===== src/rtl/rgb_preset_sequencer.sv =====
// ---------------------------------------------------------------------------
// rgb_preset_sequencer
//
// Sits between the three encoder values and the three PWM level inputs of the
// RGB mixer. In manual mode the encoder levels pass straight through with one
// cycle of latency. In auto mode the block walks a small table of preset RGB
// colours: it ramps every channel linearly (one LSB per tick) toward the
// current preset, holds the colour for HOLD_STEPS ticks, then moves on to the
// next preset, wrapping back to preset 0 after the last one.
//
// Ports
//   clk           block clock (divided mixer clock)
//   reset         synchronous, active-high reset
//   manual_level  encoder levels, channel i at [WIDTH*i +: WIDTH]
//   auto_en       1 = run preset sequence, 0 = manual pass-through
//   wr_en         preset write strobe
//   wr_addr       preset index to write
//   wr_data       preset colour, same packing as manual_level
//   level_out     levels to the PWMs, same packing
//   preset_idx    preset currently being faded toward / held
//   fading        high while ramping toward a preset
//   wrap          one-cycle pulse after preset_idx wraps back to 0
//   state_dbg     current sequencer state (0 = MANUAL, 1 = FADE, 2 = HOLD)
//
// Write port semantics: there is no back-pressure. Every cycle with wr_en=1
// stores wr_data into preset[wr_addr] on that clock edge, in any state. The
// stored value is seen as the fade target from the following cycle on, so a
// write to the preset currently being faded toward redirects the ramp, while
// a write to any other entry only matters once that entry is targeted.
//
// All outputs come straight from registers.
// ---------------------------------------------------------------------------
module rgb_preset_sequencer #(
  parameter int WIDTH       = 8,
  parameter int NUM_PRESETS = 4,
  parameter int STEP_DIV    = 16,
  parameter int HOLD_STEPS  = 64
) (
  input  logic                           clk,
  input  logic                           reset,
  input  logic [3*WIDTH-1:0]             manual_level,
  input  logic                           auto_en,
  input  logic                           wr_en,
  input  logic [$clog2(NUM_PRESETS)-1:0] wr_addr,
  input  logic [3*WIDTH-1:0]             wr_data,
  output logic [3*WIDTH-1:0]             level_out,
  output logic [$clog2(NUM_PRESETS)-1:0] preset_idx,
  output logic                           fading,
  output logic                           wrap,
  output logic [1:0]                     state_dbg
);

  localparam int AW = $clog2(NUM_PRESETS);
  localparam int TW = $clog2(STEP_DIV);
  // HOLD_STEPS may be 1, where $clog2 would give a zero-width counter.
  localparam int HW = (HOLD_STEPS > 1) ? $clog2(HOLD_STEPS) : 1;

  localparam logic [TW-1:0] TICK_LAST = TW'(STEP_DIV - 1);
  localparam logic [HW-1:0] HOLD_LAST = HW'(HOLD_STEPS - 1);
  localparam logic [AW-1:0] IDX_LAST  = AW'(NUM_PRESETS - 1);

  typedef enum logic [1:0] {
    ST_MANUAL = 2'd0,
    ST_FADE   = 2'd1,
    ST_HOLD   = 2'd2
  } state_t;

  // -------------------------------------------------------------------------
  // State
  // -------------------------------------------------------------------------
  state_t               state_q;
  logic [3*WIDTH-1:0]   level_q;
  logic [AW-1:0]        idx_q;
  logic                 fading_q;
  logic                 wrap_q;
  logic [TW-1:0]        tick_cnt_q;
  logic [HW-1:0]        hold_cnt_q;
  logic [3*WIDTH-1:0]   preset_q [NUM_PRESETS];

  // -------------------------------------------------------------------------
  // Next-value helpers
  // -------------------------------------------------------------------------
  logic [3*WIDTH-1:0]   target;
  logic                 tick;
  logic [TW-1:0]        tick_cnt_d;
  logic [3*WIDTH-1:0]   fade_level_d;
  logic                 fade_done;
  logic [AW-1:0]        idx_d;

  // Move one LSB toward the target. Because the step only happens when the
  // values differ, the result can never overshoot or wrap past 0 / max.
  function automatic logic [WIDTH-1:0] step_toward(
    input logic [WIDTH-1:0] cur,
    input logic [WIDTH-1:0] tgt
  );
    logic [WIDTH-1:0] res;
    res = cur;
    if (cur < tgt) begin
      res = cur + 1'b1;
    end else if (cur > tgt) begin
      res = cur - 1'b1;
    end
    return res;
  endfunction

  always_comb begin
    target       = preset_q[idx_q];
    tick         = (tick_cnt_q == TICK_LAST);
    tick_cnt_d   = tick ? '0 : tick_cnt_q + 1'b1;
    fade_level_d = level_q;
    for (int ch = 0; ch < 3; ch++) begin
      fade_level_d[ch*WIDTH +: WIDTH] =
        step_toward(level_q[ch*WIDTH +: WIDTH], target[ch*WIDTH +: WIDTH]);
    end
    // Judged on the post-step value so that the last step and the move into
    // HOLD happen on the same tick.
    fade_done = (fade_level_d == target);
    idx_d     = (idx_q == IDX_LAST) ? '0 : idx_q + 1'b1;
  end

  // -------------------------------------------------------------------------
  // Sequencer FSM with registered outputs and the preset table
  // -------------------------------------------------------------------------
  always_ff @(posedge clk) begin
    if (reset) begin
      state_q    <= ST_MANUAL;
      level_q    <= '0;
      idx_q      <= '0;
      fading_q   <= 1'b0;
      wrap_q     <= 1'b0;
      tick_cnt_q <= '0;
      hold_cnt_q <= '0;
      for (int p = 0; p < NUM_PRESETS; p++) begin
        preset_q[p] <= '0;
      end
    end else begin
      if (wr_en) begin
        preset_q[wr_addr] <= wr_data;
      end

      wrap_q <= 1'b0;

      unique case (state_q)
        ST_MANUAL: begin
          level_q    <= manual_level;
          tick_cnt_q <= '0;
          hold_cnt_q <= '0;
          if (auto_en) begin
            state_q  <= ST_FADE;
            fading_q <= 1'b1;
            idx_q    <= '0;
          end
        end

        ST_FADE: begin
          if (!auto_en) begin
            // Abrupt return to the encoder levels; a coincident tick is
            // ignored. preset_idx is kept for visibility until re-entry.
            state_q    <= ST_MANUAL;
            fading_q   <= 1'b0;
            level_q    <= manual_level;
            tick_cnt_q <= '0;
            hold_cnt_q <= '0;
          end else begin
            tick_cnt_q <= tick_cnt_d;
            if (tick) begin
              level_q <= fade_level_d;
              if (fade_done) begin
                state_q    <= ST_HOLD;
                fading_q   <= 1'b0;
                hold_cnt_q <= '0;
              end
            end
          end
        end

        ST_HOLD: begin
          if (!auto_en) begin
            state_q    <= ST_MANUAL;
            fading_q   <= 1'b0;
            level_q    <= manual_level;
            tick_cnt_q <= '0;
            hold_cnt_q <= '0;
          end else begin
            // The tick counter keeps free-running so the next fade starts
            // in phase with the hold ticks.
            tick_cnt_q <= tick_cnt_d;
            if (tick) begin
              if (hold_cnt_q == HOLD_LAST) begin
                state_q    <= ST_FADE;
                fading_q   <= 1'b1;
                hold_cnt_q <= '0;
                idx_q      <= idx_d;
                wrap_q     <= (idx_q == IDX_LAST);
              end else begin
                hold_cnt_q <= hold_cnt_q + 1'b1;
              end
            end
          end
        end

        default: begin
          state_q  <= ST_MANUAL;
          fading_q <= 1'b0;
        end
      endcase
    end
  end

  assign level_out  = level_q;
  assign preset_idx = idx_q;
  assign fading     = fading_q;
  assign wrap       = wrap_q;
  assign state_dbg  = state_q;

endmodule


===== config.mk =====
export PLATFORM = sky130hd
export DESIGN_NAME = rgb_preset_sequencer
export DESIGN_NICKNAME = d
export VERILOG_FILES = /design/src/rtl/rgb_preset_sequencer.sv
export SDC_FILE = /design/constraint.sdc
export NUM_CORES = 1
export LEC_CHECK = 0
export CAP_MARGIN = 25
export CORE_ASPECT_RATIO = 1.1
export CORE_UTILIZATION = 30
export CTS_BUF_LIST = sky130_fd_sc_hd__clkbuf_4 sky130_fd_sc_hd__clkbuf_8 sky130_fd_sc_hd__clkbuf_16
export DETAILED_ROUTE_END_ITERATION = 10
export GPL_TIMING_DRIVEN = 0
export SYNTH_ARGS = -nofsm -noshare
export SYNTH_HDL_FRONTEND = slang
export SYNTH_SLANG_ARGS = --single-unit

===== constraint.sdc =====
create_clock -name clk -period 6.5 [get_ports clk]
set_clock_uncertainty 0.05 [all_clocks]
set_input_delay 1.625 -clock clk [delete_from_list [all_inputs] [get_ports clk]]
set_output_delay 1.625 -clock clk [all_outputs]
set_load 0.1 [all_outputs]

# Yosys cells after proc, flatten, opt, wreduce, memory -nomap -nowiden

Memories as Yosys holds them, arrays and structs flattened. A register that Yosys moved wholly into a read port is not among the register bits.
Index checks and enable logic that the tools add are counted.

$add $sub $neg: 9
$mul: 0
Div/mod/pow operators: 0
Magnitude comparators: 6
Equal/unequal tests: 15
Shifts and indexed selects: 0
Muxes and demuxes: 52
Bitwise gates (word level): 4
Reduce and logical (&&, ||, !) cells: 11

Operator list:

| kind                                                               | count |
|---|---|
| 24-bit two-way mux                                                 | 4 |
| 24-bit case mux with 3 select lines                                | 1 |
| 8-bit two-way mux                                                  | 6 |
| 6-bit two-way mux                                                  | 6 |
| 2-bit two-way mux                                                  | 15 |
| 8-bit by 1-bit adder with 8-bit output, second input constant      | 3 |
| 24-bit == test                                                     | 1 |
| 8-bit greater-than comparator                                      | 3 |
| 8-bit less-than comparator                                         | 3 |
| 24-bit OR reduction                                                | 1 |
| 8-bit by 1-bit subtractor with 8-bit output, second input constant | 3 |
| 6-bit case mux with 3 select lines                                 | 1 |
| 1-bit two-way mux                                                  | 13 |
| 3-bit != test, second input constant                               | 4 |
| 2-bit != test, second input constant                               | 5 |
| 5-bit AND reduction                                                | 2 |
| 4-bit two-way mux                                                  | 2 |
| 4-bit case mux with 2 select lines                                 | 1 |
| 6-bit by 1-bit adder with 6-bit output, second input constant      | 1 |
| 6-bit == test, second input constant                               | 1 |
| 2-bit case mux with 3 select lines                                 | 1 |
| 5-bit OR reduction                                                 | 1 |
| 4-bit by 1-bit adder with 4-bit output, second input constant      | 1 |
| 2-bit == test, second input constant                               | 2 |
| 12 further kinds                                                   | 16 |

Register bits after elaboration: 40
Latch bits: 0
Bits in writable memories: 96
ROM bits: 0
Input port bits: 54
Logic and storage cells: 105
Memories: 1

Memories:

| name     | words | bits a word | read ports | clocked after memory_dff | wr ports | line | RTL |
|---|---|---|---|---|---|---|---|
| preset_q | 4     | 24          | 1          | 1                        | 4        | 78   | `logic [3*WIDTH-1:0] preset_q [NUM_PRESETS];` |

# Logic depth before layout (Yosys ltp)

Gate-level depths: netlist (run 1).

Word-level depth: 8
Mapped depth: 18
Depth with buffers taken out: 15

# Worst setup path before layout (run 1)

Ideal clock, no wire load.

Path type: register to register
Start: register (tool-made name)
End: register hold_cnt_q[0]
Arrival time: 4.396 ns
Required time: 6.380 ns
Setup slack: 1.983 ns
Cell stages (with the launch flop): 18
Buffers on the path: 3
Cell sequence: dfxtp_1 > buf_2 > buf_4 > buf_2 > mux4_2 > inv_1 > ha_1 > nand4_1 > o211ai_1 > or4_1 > a21oi_1 > nor3_1 > a2111o_1 > or4_4 > nor4_4 > a31oi_2 > or3_1 > a21oi_1

RTL lines:

| what                   | line | RTL |
|---|---|---|
| end signal: assignment | 196  | `hold_cnt_q <= hold_cnt_q + 1'b1;` |
| end: declaration       | 77   | `logic [HW-1:0] hold_cnt_q;` |

==> flow_summary.ini, run 1 <==
[power_and_ir_drop]
total_power_mw = 3.46
power_frac_comb_pct = 38.4
pwr_density_cell_nw_per_um2 = 339
p_clk_share_pct = 29.1
power_switching_mw = 1.46
swShare_pct = 42.0
power.internal_mw = 2.01
static-leakage-power_nw = 3.77
p_seq_share_pct = 32.5
peakVddDrop_mv = 0.173

[worst_setup_path]
worstSetupEndpoint = hold_cnt_q[0]
slowest_delay_ns = 0.63
path_cells = buf_2 > buf_4 > buf_2 > mux4_2 > inv_1 > ha_1 > nor2b_1 > o211ai_2 > a21oi_1 > nor2_1 > o22ai_1 > a2111o_1 > or4_4 > nor4_4 > a31oi_2 > or3_1 > a21oi_1
cpMaxStageDelayCell = mux4_2
end_kind = flip-flop
worst_ep_required_time_ns = 6.82
r2r_slack_ns = 1.03
crit_path_max_fanout = 10
critical_path_arrival_ns = 5.78
startpoint_type = flip-flop
worstSetupPathType = flip-flop to flip-flop
worstRegToRegCells = 17
reg2reg_to = hold_cnt_q[0]

[synth]
ys_seq_area_share_pct = 44.6
syn_area_um2 = 8340
yosysUniqueCellTypes = 75
syn_nets = 921
ys_warn_count = 0
ys_ff_latch = 138
avgSynthCellArea_um2 = 10.1
netlist_instances = 830
synth_ff_type = edfxtp_1
async_reset_ff_share_pct = 0
synth_edf_count = 96

[hold_path]
hold_path_class = flip-flop to flip-flop
worstHoldPathCells = 2

[die]
rows = 63
initial_utilization_pct = 30.8
core_um2 = 27100
die_x_um = 161
boundaryPins = 84
dieArea_um2 = 28500
die_y_um = 177

[grt]
antenna_found_initial = 0
grt.total_usage_pct = 17.2
grt_pass1_vias = 6425
grt_pass1_wl_um = 36800
overflow = 0
grt_max_degree = 25

[clocking]
cts_root_buf = clkbuf_16
cts_tree = done
cts_setup_buffers = 0
post_cts_resized = 0
cts_hold_buffers = 0
insertion_delay_ns = 0.44
clkTransAtPathRegs_ns = 0.07
cts_max_level = 4
ctsLongestPathBuffers = 2
cts_made_buffers = 17
cts_num_sinks = 138

[timing]
period_share_pct = 84.1
clock.fmax_ghz = 0.183
setup_tns_ns = 0
hold_ws_ns = 0.442
fin_crit_ns = 5.47
slew_violations = 0
worst_slew_pin_slew_ns = 1.06
max_slew_margin_pct = 29.2
rsz0062_at_grt = false
setup_violations = 0
hold_violations = 0

[layout]
areaGrowthSynthToFinish_pct = 22.4
finalCoreUtilization_pct = 37.7
layout_common_cells = 102 x and2_1, 96 x edfxtp_1, 83 x clkdlybuf4s50_1, 79 x nor2_1, 54 x a21oi_1
final_common_cell = and2_1
final.fill_count = 2727
drive_gt1_share_pct = 9.42
num_antenna_cells = 0
finalNetCount = 1023

[drt]
detail-route-antenna-nets = 0
wire_per_inst_um = 18.5
wl_um = 24200
firstDrtPassIters = 5
viasPerCell = 5.14
vias = 6698
drc = 0
first_iter_violations = 527

[outcome]
status = finished clean

[placement]
io_buffers = 83
hpwlAfterDp_um = 17500
gp_congestion = 0.895

[run]
max_cap_violations = 0
==> area by class of cell <==
| class | instances | area [µm²] | share of cell area, % |
|---|---|---|---|
| Buffer | 46 | 208 | 2.03 |
| Sequential cell | 138 | 3720 | 36.5 |
| Inverter | 34 | 128 | 1.25 |
| Timing Repair Buffer | 83 | 831 | 8.13 |
| Multi-Input combinational cell | 612 | 4280 | 41.9 |
| Clock inverter | 15 | 169 | 1.65 |
| Tap cell | 357 | 447 | 4.37 |
| Clock buffer | 17 | 425 | 4.16 |
==> worst max-delay path: cells and delay by family (launching register included) <==
kind,cells,cell delay [ns]
AND/OR/NAND/NOR,5,1.56
multiplexers,1,0.63
adder cells (fa/ha/maj),1,0.24
flip-flops,1,0.36
AO/OA/AOI/OAI,6,1.44
buffers and inverters,4,1.10
==> logic make-up (layout without fill, tap and decap cells) <==
logic type | count (synthesis) | in the layout | synth area share [%]
simple gates | 339 | 339 | 22.1
xor+xnor | 31 | 31 | 3.43
buf+inv | 80 | 195 | 4.02
fa+ha+maj | 37 | 37 | 5.55
compound gates | 164 | 164 | 12.6
flops | 138 | 138 | 44.6
mux | 41 | 41 | 7.62
==> state kept, by name, indices dropped and copies added (netlist names), named ones only <==
signal	flops
preset_idx	2
wrap	1
preset_q	96
fading	1
state_dbg	2
hold_cnt_q	6
tick_cnt_q	4
level_out	24
==> cell usage after synthesis (all sizes together), types with 12 or more instances <==
cell type	number	share of area, %
o21ai	36	2.2
ha	37	5.5
clkbuf	37	1.7
and2	102	7.6
nor2	82	4.0
xnor2	24	2.7
dfxtp	42	10
nand2	45	2.0
a21oi	56	3.4
inv	32	1.4
nor3	22	1.3
mux4	17	4.6
a22oi	12	1.1
nand4	12	0.97
o211ai	14	1.3
mux2i	17	2.0
nand3	15	0.90
edfxtp	96	35
==> layer usage <==
metal	part of all wire, %	GRT usage, %	wire length [µm]
met1	43	22.0	10400
met4	2.1	6.21	506
met3	5.7	3.47	1370
met2	49	28.9	11800
met5	0	0	0
==> how the worst min path moves through the flow <==
stage / startpoint / endpoint / slack (ns)
2_1_floorplan: hold_cnt_q[4] / hold_cnt_q[4] / 0.41
3_3_place_gp: hold_cnt_q[0] / hold_cnt_q[0] / 0.43
3_5_place_dp: hold_cnt_q[0] / hold_cnt_q[0] / 0.43
4_1_cts: hold_cnt_q[0] / hold_cnt_q[0] / 0.44
5_1_grt: tick_cnt_q[3] / tick_cnt_q[3] / 0.47
6_report: hold_cnt_q[0] / hold_cnt_q[0] / 0.44
==> power groups by stage <==
stage                     Combinational (mW)  Clock, mW  Sequential [mW]
after floorplan                        0.660          0             1.44
after detailed placement                1.32          0             1.14
after global placement                  1.31          0             1.14
after CTS                               1.33       1.02             1.13
final                                   1.33       1.01             1.13
after global routing                    1.43       1.05             1.14
==> per-stage QoR <==
| stage | instances | worst slack [ns] | area [µm²] |
|---|---|---|---|
| 2_1_floorplan | 830 | 1.98 | 8340 |
| 3_3_place_gp | 1270 | 0.974 | 9620 |
| 3_5_place_dp | 1270 | 1.03 | 9620 |
| 4_1_cts | 1302 | 0.980 | 10200 |
| 5_1_grt | 1302 | 0.719 | 10200 |
| 6_report | 1302 | 1.03 | 10200 |
(Power assumes the default switching activity.)
==> run 2, diff against run 1 <==
==> constraint.sdc (replaced) <==
create_clock -name clk -period 5.1 [get_ports clk]
set_clock_uncertainty 0.05 [all_clocks]
set_input_delay 1.275 -clock clk [delete_from_list [all_inputs] [get_ports clk]]
set_output_delay 1.275 -clock clk [all_outputs]
set_load 0.1 [all_outputs]
==> run 2 against run 1 <==
Via count rose by 0.61%. Global-route usage barely moved. Maximum frequency rose by 11%. Largest power group unchanged.
==> flow_summary.ini, run 2 (synthesis results as in run 1) <==
[timing]
slew_violations = 0
clock.fmax_ghz = 0.203
setup_violations = 0
fin_crit_ns = 4.92
worst_slew_pin_slew_ns = 1.07
max_slew_margin_pct = 28.2
hold_violations = 0
period_share_pct = 96.5

[worst_setup_path]
end_kind = flip-flop
path_cells = buf_4 > buf_12 > mux2_2 > o21ai_1 > ha_1 > nand4_1 > o211ai_1 > or4_1 > a21oi_4 > nor3_1 > a2111o_1 > or4_4 > nor4_4 > a31oi_4 > or3_1 > a21oi_1
cpMaxStageDelayCell = o21ai_1
startpoint_type = flip-flop
crit_path_max_fanout = 10
slowest_delay_ns = 0.48
worstRegToRegCells = 16
worst_ep_required_time_ns = 5.42
critical_path_arrival_ns = 5.24
worstSetupPathType = flip-flop to flip-flop

[drt]
vias = 6739
drc = 0
firstDrtPassIters = 5
wl_um = 24200
first_iter_violations = 575
detail-route-antenna-nets = 0
wire_per_inst_um = 18.6
viasPerCell = 5.16

[die]
rows = 63
boundaryPins = 84
core_um2 = 27100
die_y_um = 177
dieArea_um2 = 28500
initial_utilization_pct = 30.8
die_x_um = 161

[grt]
overflow = 0
antenna_found_initial = 0
grt_pass1_vias = 6418
grt_pass1_wl_um = 36800
grt_max_degree = 25
grt.total_usage_pct = 17.2

[layout]
layout_common_cells = 102 x and2_1, 96 x edfxtp_1, 83 x clkdlybuf4s50_1, 78 x nor2_1, 52 x a21oi_1
finalCoreUtilization_pct = 38.1
final_area_um2 = 10300
final_common_cell = and2_1
final.fill_count = 2720
multi_input_area_um2 = 4340
areaGrowthSynthToFinish_pct = 23.7
largest_reg_flops = 96
top_register = preset_q
finalNetCount = 1026
register_area_um2 = 3720
drive_gt1_share_pct = 10.3
num_antenna_cells = 0

[power_and_ir_drop]
pwr_density_cell_nw_per_um2 = 431
swShare_pct = 42.1
static-leakage-power_nw = 3.80
power_frac_comb_pct = 38.9
p_seq_share_pct = 32.3
power_switching_mw = 1.87
power.internal_mw = 2.58
p_clk_share_pct = 28.8
peakVddDrop_mv = 0.221

[hold_path]
hold_path_class = flip-flop to flip-flop
worstHoldPathCells = 2

[placement]
gp_congestion = 0.895
hpwlAfterDp_um = 17500
postPlaceCellArea_um2 = 9620
io_buffers = 83

[clocking]
cts_root_buf = clkbuf_16
cts_tree = done
cts_made_buffers = 17
ctsLongestPathBuffers = 2
cts_hold_buffers = 0
insertion_delay_ns = 0.44
clkTransAtPathRegs_ns = 0.07
cts_num_sinks = 138
cts_max_level = 4

[run]
max_cap_violations = 0

[outcome]
status = finished clean
==> run 2: timing repair <==
item	CTS	global route
buffers inserted	0	3
gates resized for setup	9	10
pin swaps	0	3
endpoints found under the setup margin	9	8
==> run 2: stage by stage <==
stage	hold WS, ns	setup slack [ns]	power [mW]	instances	setup TNS (ns)
after floorplan	0.407	0.583	2.67	830	0
after global placement	0.425	-0.426	3.13	1270	-2.47
after global routing	0.466	-0.0334	4.65	1305	-0.0334
after detailed placement	0.428	-0.374	3.14	1270	-2.04
final	0.444	0.178	4.45	1305	0
after CTS	0.440	0.0334	4.43	1302	0
==> run 2: layout make-up <==
type	instances	area share, %
clock inverters	15	1.64
well taps	357	4.33
multi-input cells	612	42.1
flip-flops and latches	138	36.1
plain buffers	46	2.25
clock buffers	17	4.12
inverters	34	1.24
repair buffers	86	8.27
==> run 2: final timing paths <==
path	from	to	slack [ns]
setup / recovery	flip-flop	hold_cnt_q[0]	0.18
setup reg to reg	flip-flop	hold_cnt_q[0]	0.18
hold reg to reg	hold_cnt_q[0]	hold_cnt_q[0]	0.44
hold / removal	hold_cnt_q[0]	hold_cnt_q[0]	0.44
==> run 2: critical path, delay by kind of cell, from the launching register on <==
family	cells	cell delay [ns]
AO/OA/AOI/OAI	6	1.48
adder cells (fa/ha/maj)	1	0.37
AND/OR/NAND/NOR	6	1.89
flip-flops	1	0.39
multiplexers	1	0.33
buffers and inverters	2	0.34
==> run 2: power groups by stage <==
stage	clock [mW]	combinational [mW]	sequential, mW
3_5_place_dp	0	1.68	1.46
3_3_place_gp	0	1.67	1.46
4_1_cts	1.30	1.70	1.43
5_1_grt	1.34	1.86	1.45
6_report	1.28	1.73	1.44
2_1_floorplan	0	0.842	1.83
==> run 2: layer usage <==
metal | GRT usage (%) | wire length [µm]
met1 | 22.0 | 10500
met2 | 28.9 | 11800
met3 | 3.49 | 1420
met4 | 6.01 | 515
met5 | 0 | 0
==> run 3, diff against run 2 <==
--- a/config.mk
+++ b/config.mk
@@ -9,6 +9,7 @@
 export CORE_ASPECT_RATIO = 1.1
 export CORE_UTILIZATION = 30
 export CTS_BUF_LIST = sky130_fd_sc_hd__clkbuf_4 sky130_fd_sc_hd__clkbuf_8 sky130_fd_sc_hd__clkbuf_16
+export CTS_CLUSTER_DIAMETER = 150
 export DETAILED_ROUTE_END_ITERATION = 10
 export GPL_TIMING_DRIVEN = 0
 export SYNTH_ARGS = -nofsm -noshare
==> results of run 3 <==
The final DEF is identical to that of run 2; final timing and power are the same.
